==> config.mk <==
export PLATFORM = sky130hd
export DESIGN_NAME = muldiv_unit_flat
export DESIGN_NICKNAME = d
export VERILOG_FILES = /design/src/rtl/muldiv_unit_pkg.sv /design/src/rtl/muldiv_unit_if.sv /design/src/rtl/muldiv_unit_iter.sv /design/src/rtl/muldiv_unit.sv /design/src/flat_wrapper.sv
export SDC_FILE = /design/constraint.sdc
export NUM_CORES = 1
export LEC_CHECK = 0
export ABC_AREA = 1
export BUFFER_PORTS_ARGS = -buffer_cell sky130_fd_sc_hd__buf_2
export CORE_ASPECT_RATIO = 1.75
export CORE_MARGIN = 1
export CORE_UTILIZATION = 35
export CTS_CLUSTER_DIAMETER = 60
export DETAILED_ROUTE_END_ITERATION = 10
export HOLD_SLACK_MARGIN = 0.03
export PLACE_DENSITY = 0.57
export SYNTH_ARGS = -nofsm -noshare
export SYNTH_HDL_FRONTEND = slang
export SYNTH_SLANG_ARGS = --single-unit
export TNS_END_PERCENT = 50
==> constraint.sdc <==
create_clock -name i_clk -period 7.26 [get_ports i_clk]
set_clock_uncertainty 0.15 [all_clocks]
set_input_delay 1.452 -clock i_clk [delete_from_list [all_inputs] [get_ports i_clk]]
set_output_delay 1.452 -clock i_clk [all_outputs]
set_load 0.005 [all_outputs]
==> src/rtl/muldiv_unit_pkg.sv <==
// Shared definitions for the multiply/divide unit: MIPS funct codes, FSM states
// and funct classification helpers.
package muldiv_unit_pkg;

    localparam logic [5:0] FUNCT_MFHI  = 6'b010000;
    localparam logic [5:0] FUNCT_MTHI  = 6'b010001;
    localparam logic [5:0] FUNCT_MFLO  = 6'b010010;
    localparam logic [5:0] FUNCT_MTLO  = 6'b010011;
    localparam logic [5:0] FUNCT_MULT  = 6'b011000;
    localparam logic [5:0] FUNCT_MULTU = 6'b011001;
    localparam logic [5:0] FUNCT_DIV   = 6'b011010;
    localparam logic [5:0] FUNCT_DIVU  = 6'b011011;

    typedef enum logic [1:0] {
        ST_IDLE = 2'd0,
        ST_CALC = 2'd1,
        ST_FIX  = 2'd2
    } state_t;

    function automatic logic is_muldiv(input logic [5:0] funct);
        return (funct == FUNCT_MULT) || (funct == FUNCT_MULTU) ||
               (funct == FUNCT_DIV)  || (funct == FUNCT_DIVU);
    endfunction

    function automatic logic is_signed_op(input logic [5:0] funct);
        return (funct == FUNCT_MULT) || (funct == FUNCT_DIV);
    endfunction

    function automatic logic is_div_op(input logic [5:0] funct);
        return (funct == FUNCT_DIV) || (funct == FUNCT_DIVU);
    endfunction

endpackage

==> src/rtl/muldiv_unit_if.sv <==
// Request/response bundle between the EX stage (master) and the multiply/divide
// unit (slave).
interface muldiv_unit_if #(
    parameter int WIDTH = 32
);
    logic             i_start;
    logic [5:0]       i_control;
    logic [WIDTH-1:0] i_op1;
    logic [WIDTH-1:0] i_op2;
    logic             o_busy;
    logic             o_done;
    logic [WIDTH-1:0] o_hi;
    logic [WIDTH-1:0] o_lo;
    logic [WIDTH-1:0] o_result;

    modport master (
        output i_start, i_control, i_op1, i_op2,
        input  o_busy, o_done, o_hi, o_lo, o_result
    );

    modport slave (
        input  i_start, i_control, i_op1, i_op2,
        output o_busy, o_done, o_hi, o_lo, o_result
    );

endinterface

==> src/rtl/muldiv_unit_iter.sv <==
// Iteration datapath: one shift-add (multiply) or restore-subtract (divide) step
// per cycle on unsigned magnitudes, plus the step counter.
module muldiv_unit_iter #(
    parameter int WIDTH = 32
) (
    input  logic             clk,
    input  logic             rst,
    input  logic             load,
    input  logic             step,
    input  logic             is_div,
    input  logic [WIDTH-1:0] a_in,
    input  logic [WIDTH-1:0] b_in,
    output logic [WIDTH-1:0] hi,
    output logic [WIDTH-1:0] lo,
    output logic             last
);

    localparam int CNT_W = $clog2(WIDTH);

    logic [WIDTH-1:0] b_reg;
    logic [CNT_W-1:0] count;
    logic [WIDTH:0]   sum;
    logic [WIDTH:0]   shifted;
    logic [WIDTH-1:0] diff;
    logic             ge;

    // hi is the running upper product / partial remainder; lo holds the
    // multiplier being consumed or the dividend being replaced by quotient bits.
    always_comb begin
        sum     = {1'b0, hi} + (lo[0] ? {1'b0, b_reg} : {(WIDTH+1){1'b0}});
        shifted = {hi, lo[WIDTH-1]};
        ge      = shifted >= {1'b0, b_reg};
        diff    = shifted[WIDTH-1:0] - b_reg;
    end

    assign last = (count == CNT_W'(WIDTH-1));

    always_ff @(posedge clk) begin
        if (rst) begin
            hi    <= '0;
            lo    <= '0;
            b_reg <= '0;
            count <= '0;
        end else if (load) begin
            hi    <= '0;
            lo    <= a_in;
            b_reg <= b_in;
            count <= '0;
        end else if (step) begin
            count <= count + CNT_W'(1);
            if (is_div) begin
                hi <= ge ? diff : shifted[WIDTH-1:0];
                lo <= {lo[WIDTH-2:0], ge};
            end else begin
                {hi, lo} <= {sum, lo[WIDTH-1:1]};
            end
        end
    end

endmodule

==> src/rtl/muldiv_unit.sv <==
// EX-stage multiply/divide unit owning HI/LO. Optional MULDIV_EARLY_OUT_EN
// skips the iteration when either mul/div operand is zero.
//
// state   | meaning
// IDLE    | accepting requests; MTHI/MTLO write here
// CALC    | WIDTH iteration steps on operand magnitudes
// FIX     | sign fix-up / div-by-zero forcing, HI/LO written at exit
module muldiv_unit
    import muldiv_unit_pkg::*;
#(
    parameter int WIDTH = 32
) (
    input  logic         i_clk,
    input  logic         i_rst,
    muldiv_unit_if.slave bus
);

    state_t           state;
    logic [WIDTH-1:0] hi_reg;
    logic [WIDTH-1:0] lo_reg;
    logic [WIDTH-1:0] op1_raw;
    logic             busy_reg;
    logic             done_reg;
    logic             is_div;
    logic             neg_a;
    logic             neg_b;
    logic             div_zero;
    logic             early;

    logic             accept_md;
    logic             step_en;
    logic             op_signed;
    logic [WIDTH-1:0] a_abs;
    logic [WIDTH-1:0] b_abs;
    logic [WIDTH-1:0] it_hi;
    logic [WIDTH-1:0] it_lo;
    logic             it_last;

    logic [2*WIDTH-1:0] prod;
    logic [2*WIDTH-1:0] prod_fix;
    logic [WIDTH-1:0]   quot_fix;
    logic [WIDTH-1:0]   rem_fix;
    logic [WIDTH-1:0]   fix_hi;
    logic [WIDTH-1:0]   fix_lo;

    assign accept_md = (state == ST_IDLE) && bus.i_start && is_muldiv(bus.i_control);
    assign step_en   = (state == ST_CALC);
    assign op_signed = is_signed_op(bus.i_control);
    assign a_abs     = (op_signed && bus.i_op1[WIDTH-1]) ? -bus.i_op1 : bus.i_op1;
    assign b_abs     = (op_signed && bus.i_op2[WIDTH-1]) ? -bus.i_op2 : bus.i_op2;

    muldiv_unit_iter #(.WIDTH(WIDTH)) u_iter (
        .clk    (i_clk),
        .rst    (i_rst),
        .load   (accept_md),
        .step   (step_en),
        .is_div (is_div),
        .a_in   (a_abs),
        .b_in   (b_abs),
        .hi     (it_hi),
        .lo     (it_lo),
        .last   (it_last)
    );

    // Negating the magnitude restores truncate-toward-zero quotient and a
    // dividend-signed remainder; 0x80000000 / -1 wraps back to 0x80000000.
    always_comb begin
        prod     = {it_hi, it_lo};
        prod_fix = (neg_a ^ neg_b) ? -prod : prod;
        quot_fix = (neg_a ^ neg_b) ? -it_lo : it_lo;
        rem_fix  = neg_a ? -it_hi : it_hi;
        fix_hi   = '0;
        fix_lo   = '0;
        if (is_div && div_zero) begin
            fix_hi = op1_raw;
            fix_lo = '1;
        end else if (early) begin
            fix_hi = '0;
            fix_lo = '0;
        end else if (is_div) begin
            fix_hi = rem_fix;
            fix_lo = quot_fix;
        end else begin
            {fix_hi, fix_lo} = prod_fix;
        end
    end

    always_ff @(posedge i_clk) begin
        if (i_rst) begin
            state    <= ST_IDLE;
            hi_reg   <= '0;
            lo_reg   <= '0;
            op1_raw  <= '0;
            busy_reg <= 1'b0;
            done_reg <= 1'b0;
            is_div   <= 1'b0;
            neg_a    <= 1'b0;
            neg_b    <= 1'b0;
            div_zero <= 1'b0;
            early    <= 1'b0;
        end else begin
            done_reg <= 1'b0;
            unique case (state)
                ST_IDLE: begin
                    if (bus.i_start) begin
                        if (is_muldiv(bus.i_control)) begin
                            is_div   <= is_div_op(bus.i_control);
                            neg_a    <= op_signed && bus.i_op1[WIDTH-1];
                            neg_b    <= op_signed && bus.i_op2[WIDTH-1];
                            op1_raw  <= bus.i_op1;
                            div_zero <= (bus.i_op2 == '0);
                            busy_reg <= 1'b1;
`ifdef MULDIV_EARLY_OUT_EN
                            if ((bus.i_op1 == '0) || (bus.i_op2 == '0)) begin
                                early <= 1'b1;
                                state <= ST_FIX;
                            end else begin
                                early <= 1'b0;
                                state <= ST_CALC;
                            end
`else
                            early <= 1'b0;
                            state <= ST_CALC;
`endif
                        end else if (bus.i_control == FUNCT_MTHI) begin
                            hi_reg <= bus.i_op1;
                        end else if (bus.i_control == FUNCT_MTLO) begin
                            lo_reg <= bus.i_op1;
                        end
                    end
                end
                ST_CALC: begin
                    if (it_last) begin
                        state <= ST_FIX;
                    end
                end
                ST_FIX: begin
                    hi_reg   <= fix_hi;
                    lo_reg   <= fix_lo;
                    done_reg <= 1'b1;
                    busy_reg <= 1'b0;
                    state    <= ST_IDLE;
                end
                default: begin
                    state <= ST_IDLE;
                end
            endcase
        end
    end

    always_comb begin
        bus.o_result = '0;
        if (bus.i_control == FUNCT_MFHI) begin
            bus.o_result = hi_reg;
        end else if (bus.i_control == FUNCT_MFLO) begin
            bus.o_result = lo_reg;
        end
    end

    assign bus.o_busy = busy_reg;
    assign bus.o_done = done_reg;
    assign bus.o_hi   = hi_reg;
    assign bus.o_lo   = lo_reg;

endmodule
==> src/flat_wrapper.sv <==
// flat-port wrapper written by rule: the top's interface ports become plain ports
module muldiv_unit_flat import muldiv_unit_pkg::*;
#(
    parameter int WIDTH = 32
)
  (i_clk, i_rst, bus_i_start, bus_i_control, bus_i_op1, bus_i_op2, bus_o_busy, bus_o_done, bus_o_hi, bus_o_lo, bus_o_result);
  muldiv_unit_if #(.WIDTH(WIDTH)) bus_i ();
  input  logic i_clk;
  input  logic i_rst;
  input wire logic [$bits(bus_i.i_start)-1:0] bus_i_start;
  input wire logic [$bits(bus_i.i_control)-1:0] bus_i_control;
  input wire logic [$bits(bus_i.i_op1)-1:0] bus_i_op1;
  input wire logic [$bits(bus_i.i_op2)-1:0] bus_i_op2;
  output wire logic [$bits(bus_i.o_busy)-1:0] bus_o_busy;
  output wire logic [$bits(bus_i.o_done)-1:0] bus_o_done;
  output wire logic [$bits(bus_i.o_hi)-1:0] bus_o_hi;
  output wire logic [$bits(bus_i.o_lo)-1:0] bus_o_lo;
  output wire logic [$bits(bus_i.o_result)-1:0] bus_o_result;
  assign bus_i.i_start = bus_i_start;
  assign bus_i.i_control = bus_i_control;
  assign bus_i.i_op1 = bus_i_op1;
  assign bus_i.i_op2 = bus_i_op2;
  assign bus_o_busy = bus_i.o_busy;
  assign bus_o_done = bus_i.o_done;
  assign bus_o_hi = bus_i.o_hi;
  assign bus_o_lo = bus_i.o_lo;
  assign bus_o_result = bus_i.o_result;
  muldiv_unit #(.WIDTH(WIDTH)) u_core (.i_clk(i_clk), .i_rst(i_rst), .bus(bus_i));
endmodule
==> metrics.md <==
| Metric | Value |
|---|---|
| HP Class | `register to register` |
| Complex-gate fraction of the synthesized area | `0.198` |
| H-Tree Depth | `1` |
| Number of flops mapped to enable cells by yosys | `0` |
| Post-synthesis register bit count | `205` |
| Final WL | `102000 um` |
| Starting DRC count in detailed routing | `~2000` |
| Fillers | `~6000` |
| Starting Density | `0.355` |
| CP Data Required Time | `7.59 ns` |
| CTS tree | `yes` |
| CTS Buf Count | `28` |
| Reg2reg setup slack | `2.72 ns` |
| Main synth FF type | `dfxtp_1` |
| Post-Synthesis Cells | `around 3400` |
| Hold_sp | `u_core.op1_raw[9]$_SDFFE_PP0P_` |
| Clock sinks | `around 200` |
| Clock latency on the worst-skew pair | `0.59 ns` |
| Synth warn | `0` |
| Cell Rows | `111` |
| First-pass DRT Iterations | `6` |
| Commonest non-fill, non-tap cell in the layout | `nand2_1` |
| Period utilisation layout | `0.625` |
| Reg2Reg Depth | `15` |
| CTS hold repair buffers | `0` |
| DRC viols | `0` |
| Maximum fanout along the worst path | `27` |
| Dpl cells | `4098` |
| DP Wirelength | `between 70000 and 80000 um` |
| Critical R2R Launch | `u_core.u_iter.hi[6]$_SDFFE_PP0P_` |
| Via-per-instance ratio | `5.64` |
| WL per Instance | `roughly 25 um` |
| Crit. End Element | `register` |
| Post-Syn Area | `about 0.019 mm2` |
| Core box area | `0.0526 mm2` |
| Critical Path Max Stage Delay | `0.56 ns` |
| Xor/xnor share of the synthesized area | `0.0173` |
| Largest family of logic cells by synthesized area | `simple AND/OR/NAND/NOR gates` |
| Worst Hold Path EP | `u_core.op1_raw[9]$_SDFFE_PP0P_` |
| CP Class | `register to register` |
| Fin cells | `just over 4000` |
| Worst Setup Start Kind | `register` |
| Syn avg cell area | `5.58 um2` |
| Endpoints failing hold | `0` |
| Setup-failing EPs final | `0` |
| Worst vdd ir | `0.163 mV` |
| Area growth, synth to finish | `12.6%` |
| Commonest non-fill, non-tap cells in the layout | `nand2_1 (868), inv_1 (537), nor2_1 (395)` |
| Area share of fa/ha/maj cells after synthesis | `0.0489` |
| RR Endpoint | `u_core.u_iter.hi[15]$_SDFFE_PP0P_` |
| Clock Tree Buf Depth | `3` |
| Final max-slew violation count | `0` |
| Clk pin slew, worst setup/hold paths | `around 0.070 ns` |
| Grt ovf | `0` |
| Worst Max-Slew Pin Slew | `1.38 ns` |
| Vias | `23400` |
| Top-level I/O count | `171` |
| Synth Area in Simple Gates | `0.376` |
| Synth cell types | `between 50 and 60` |
| CP arrival | `4.87 ns` |
| Family with the most delay on the worst path | `simple AND/OR/NAND/NOR gates` |
| First-pass GRT wire length | `147000 um` |
| DIE AREA | `0.0544 mm2` |
| Vias in the first global route | `22400` |
| Nets | `roughly 3600` |
| Max cap viols | `0` |
| Worst Path Buf+Inv | `3` |
| Gr usage total | `0.374` |
| Final ANT Viol Nets | `0` |
| Slew headroom | `0.0707` |
| Mux share of post-synthesis cell area | `0` |
| Largest net degree at the start of global routing | `74` |
| Async S/R FF share, synth | `0` |
| Outcome | `completed` |
| Hold depth | `2` |
| Layout cells sized above 1 | `0.0850` |
| CP Cell Sequence | `ha_1 > nand2_1 > inv_1 > a21oi_1 > nand3_1 > nand2_1 > nand2_1 > nand2_2 > nand2_4 > nand2_2 > inv_1 > nand2_1 > nand4_1 > nand2_1 > inv_1` |
| Sequential share of the synthesized area | `0.219` |
| Setup TNS after final layout | `0 ns` |
| Die width | `approximately 180 um` |
| Most used cell, CP | `nand2_1` |
| PD cells | `168 mW/mm2` |
| Root buffer cell | `clkbuf_16` |
| Net Count, Synth | `3496` |
| Setup repair bufs after CTS | `0` |
| Post-CTS sizing | `0` |
| RSZ-0062 raised after global routing | `no` |
| Antenna violations before repair | `12` |
| GP Congestion | `roughly 1.1` |
| Final core occ | `0.400` |
| IO Port Bufs | `between 150 and 200` |
| CP max-delay cell | `a21oi_1` |
| Leakage Power | `0.0107 uW` |
| Fmax | `~220 MHz` |
| Die height | `308 um` |
| Crit path time final | `4.54 ns` |
how the worst max path moves through the flow:
| stage | start | end | slack (ns) | cells past startpoint |
|---|---|---|---|---|
| after floorplan | bus_i_control[2] | bus_o_result[10] | 3.48 | 4 |
| after global placement | bus_i_control[5] | u_core.u_iter.lo[22]$_SDFFE_PP0P_ | 2.68 | 12 |
| after detailed placement | bus_i_control[5] | u_core.u_iter.lo[22]$_SDFFE_PP0P_ | 2.61 | 12 |
| after CTS | bus_i_control[2] | bus_o_result[19] | 3.17 | 6 |
| after global routing | bus_i_control[5] | u_core.u_iter.b_reg[29]$_SDFFE_PP0P_ | 2.59 | 11 |
| final | u_core.u_iter.hi[6]$_SDFFE_PP0P_ | u_core.u_iter.hi[15]$_SDFFE_PP0P_ | 2.72 | 15 |
cells by family after synthesis:
kind of cell,Yosys count
xor gates and xnor gates,37
and+or+nand+nor,1686
buffers and inverters,678
AOI/OAI and AO/OA,673
adders and majority gates,72
DFF,205
cell usage after synthesis, drive strengths merged (4+ instances only):
library cell  instances  area share
nand2               874        0.18
inv                 545        0.11
nor2                410       0.085
nand3               262       0.070
a21oi               260       0.070
o21ai               258       0.069
dfxtp               205        0.22
clkbuf               85       0.017
ha                   70       0.047
nand4                52       0.017
o22ai                51       0.017
nor3                 46       0.013
buf                  45       0.013
o211ai               32       0.013
xor2                 20      0.0094
xnor2                17      0.0080
a31oi                15      0.0050
nand3b               13      0.0052
or2                  12      0.0040
nor4                 11      0.0040
o21bai               11      0.0044
o221ai               10      0.0047
a221oi                8      0.0037
a211oi                5      0.0020
o31ai                 5      0.0020
a21o                  4      0.0016
o2111ai               4      0.0019
per-layer routing:
layer | track usage | part of all wire | routed length, um
met5 | 0 | 0.0011 | 114
met4 | 0.369 | 0.12 | 11900
met3 | 0.122 | 0.091 | 9280
met2 | 0.624 | 0.47 | 47900
met1 | 0.354 | 0.32 | 32900
worst reg2reg max path, cell delays in order (launching register included):
cell and delay, ns:
dfxtp_1 0.53, ha_1 0.35, nand2_1 0.17, inv_1 0.06, a21oi_1 0.56, nand3_1 0.53
nand2_1 0.21, nand2_1 0.13, nand2_2 0.34, nand2_4 0.33, nand2_2 0.49, inv_1 0.22
nand2_1 0.10, nand4_1 0.13, nand2_1 0.11, inv_1 0.04
cell type report:
class / count / area [um2] / area share
multi-input combinational: 2468 / 12000 / 0.570
inverter: 548 / 2060 / 0.0976
clock inverter: 13 / 145 / 0.00689
tap: 678 / 848 / 0.0403
sequential: 205 / 4110 / 0.195
timing repair buffer: 203 / 1100 / 0.0524
antenna: 6 / 15.0 / 0.000713
clock buffer: 34 / 774 / 0.0368
per-stage QoR:
| step | hold WS (ns) | power, uW | worst slack [ns] | instance area [um2] |
|---|---|---|---|---|
| final | 0.301 | 3540 | 2.72 | 21100 |
| after global routing | 0.318 | 3660 | 2.59 | 21100 |
| after CTS | 0.302 | 3500 | 3.17 | 21000 |
| after detailed placement | 0.292 | 2090 | 2.61 | 20100 |
| after global placement | 0.289 | 2080 | 2.68 | 20100 |
| after floorplan | 0.277 | 1760 | 3.48 | 18700 |
power breakdown:
| group | switching [uW] | total [uW] | internal [uW] |
|---|---|---|---|
| sequential | 41.5 | 1190 | 1150 |
| clock | 623 | 1430 | 804 |
| combinational | 679 | 920 | 241 |
| total | 1340 | 3540 | 2200 |
No activity file was read; power rests on OpenSTA's default activity.
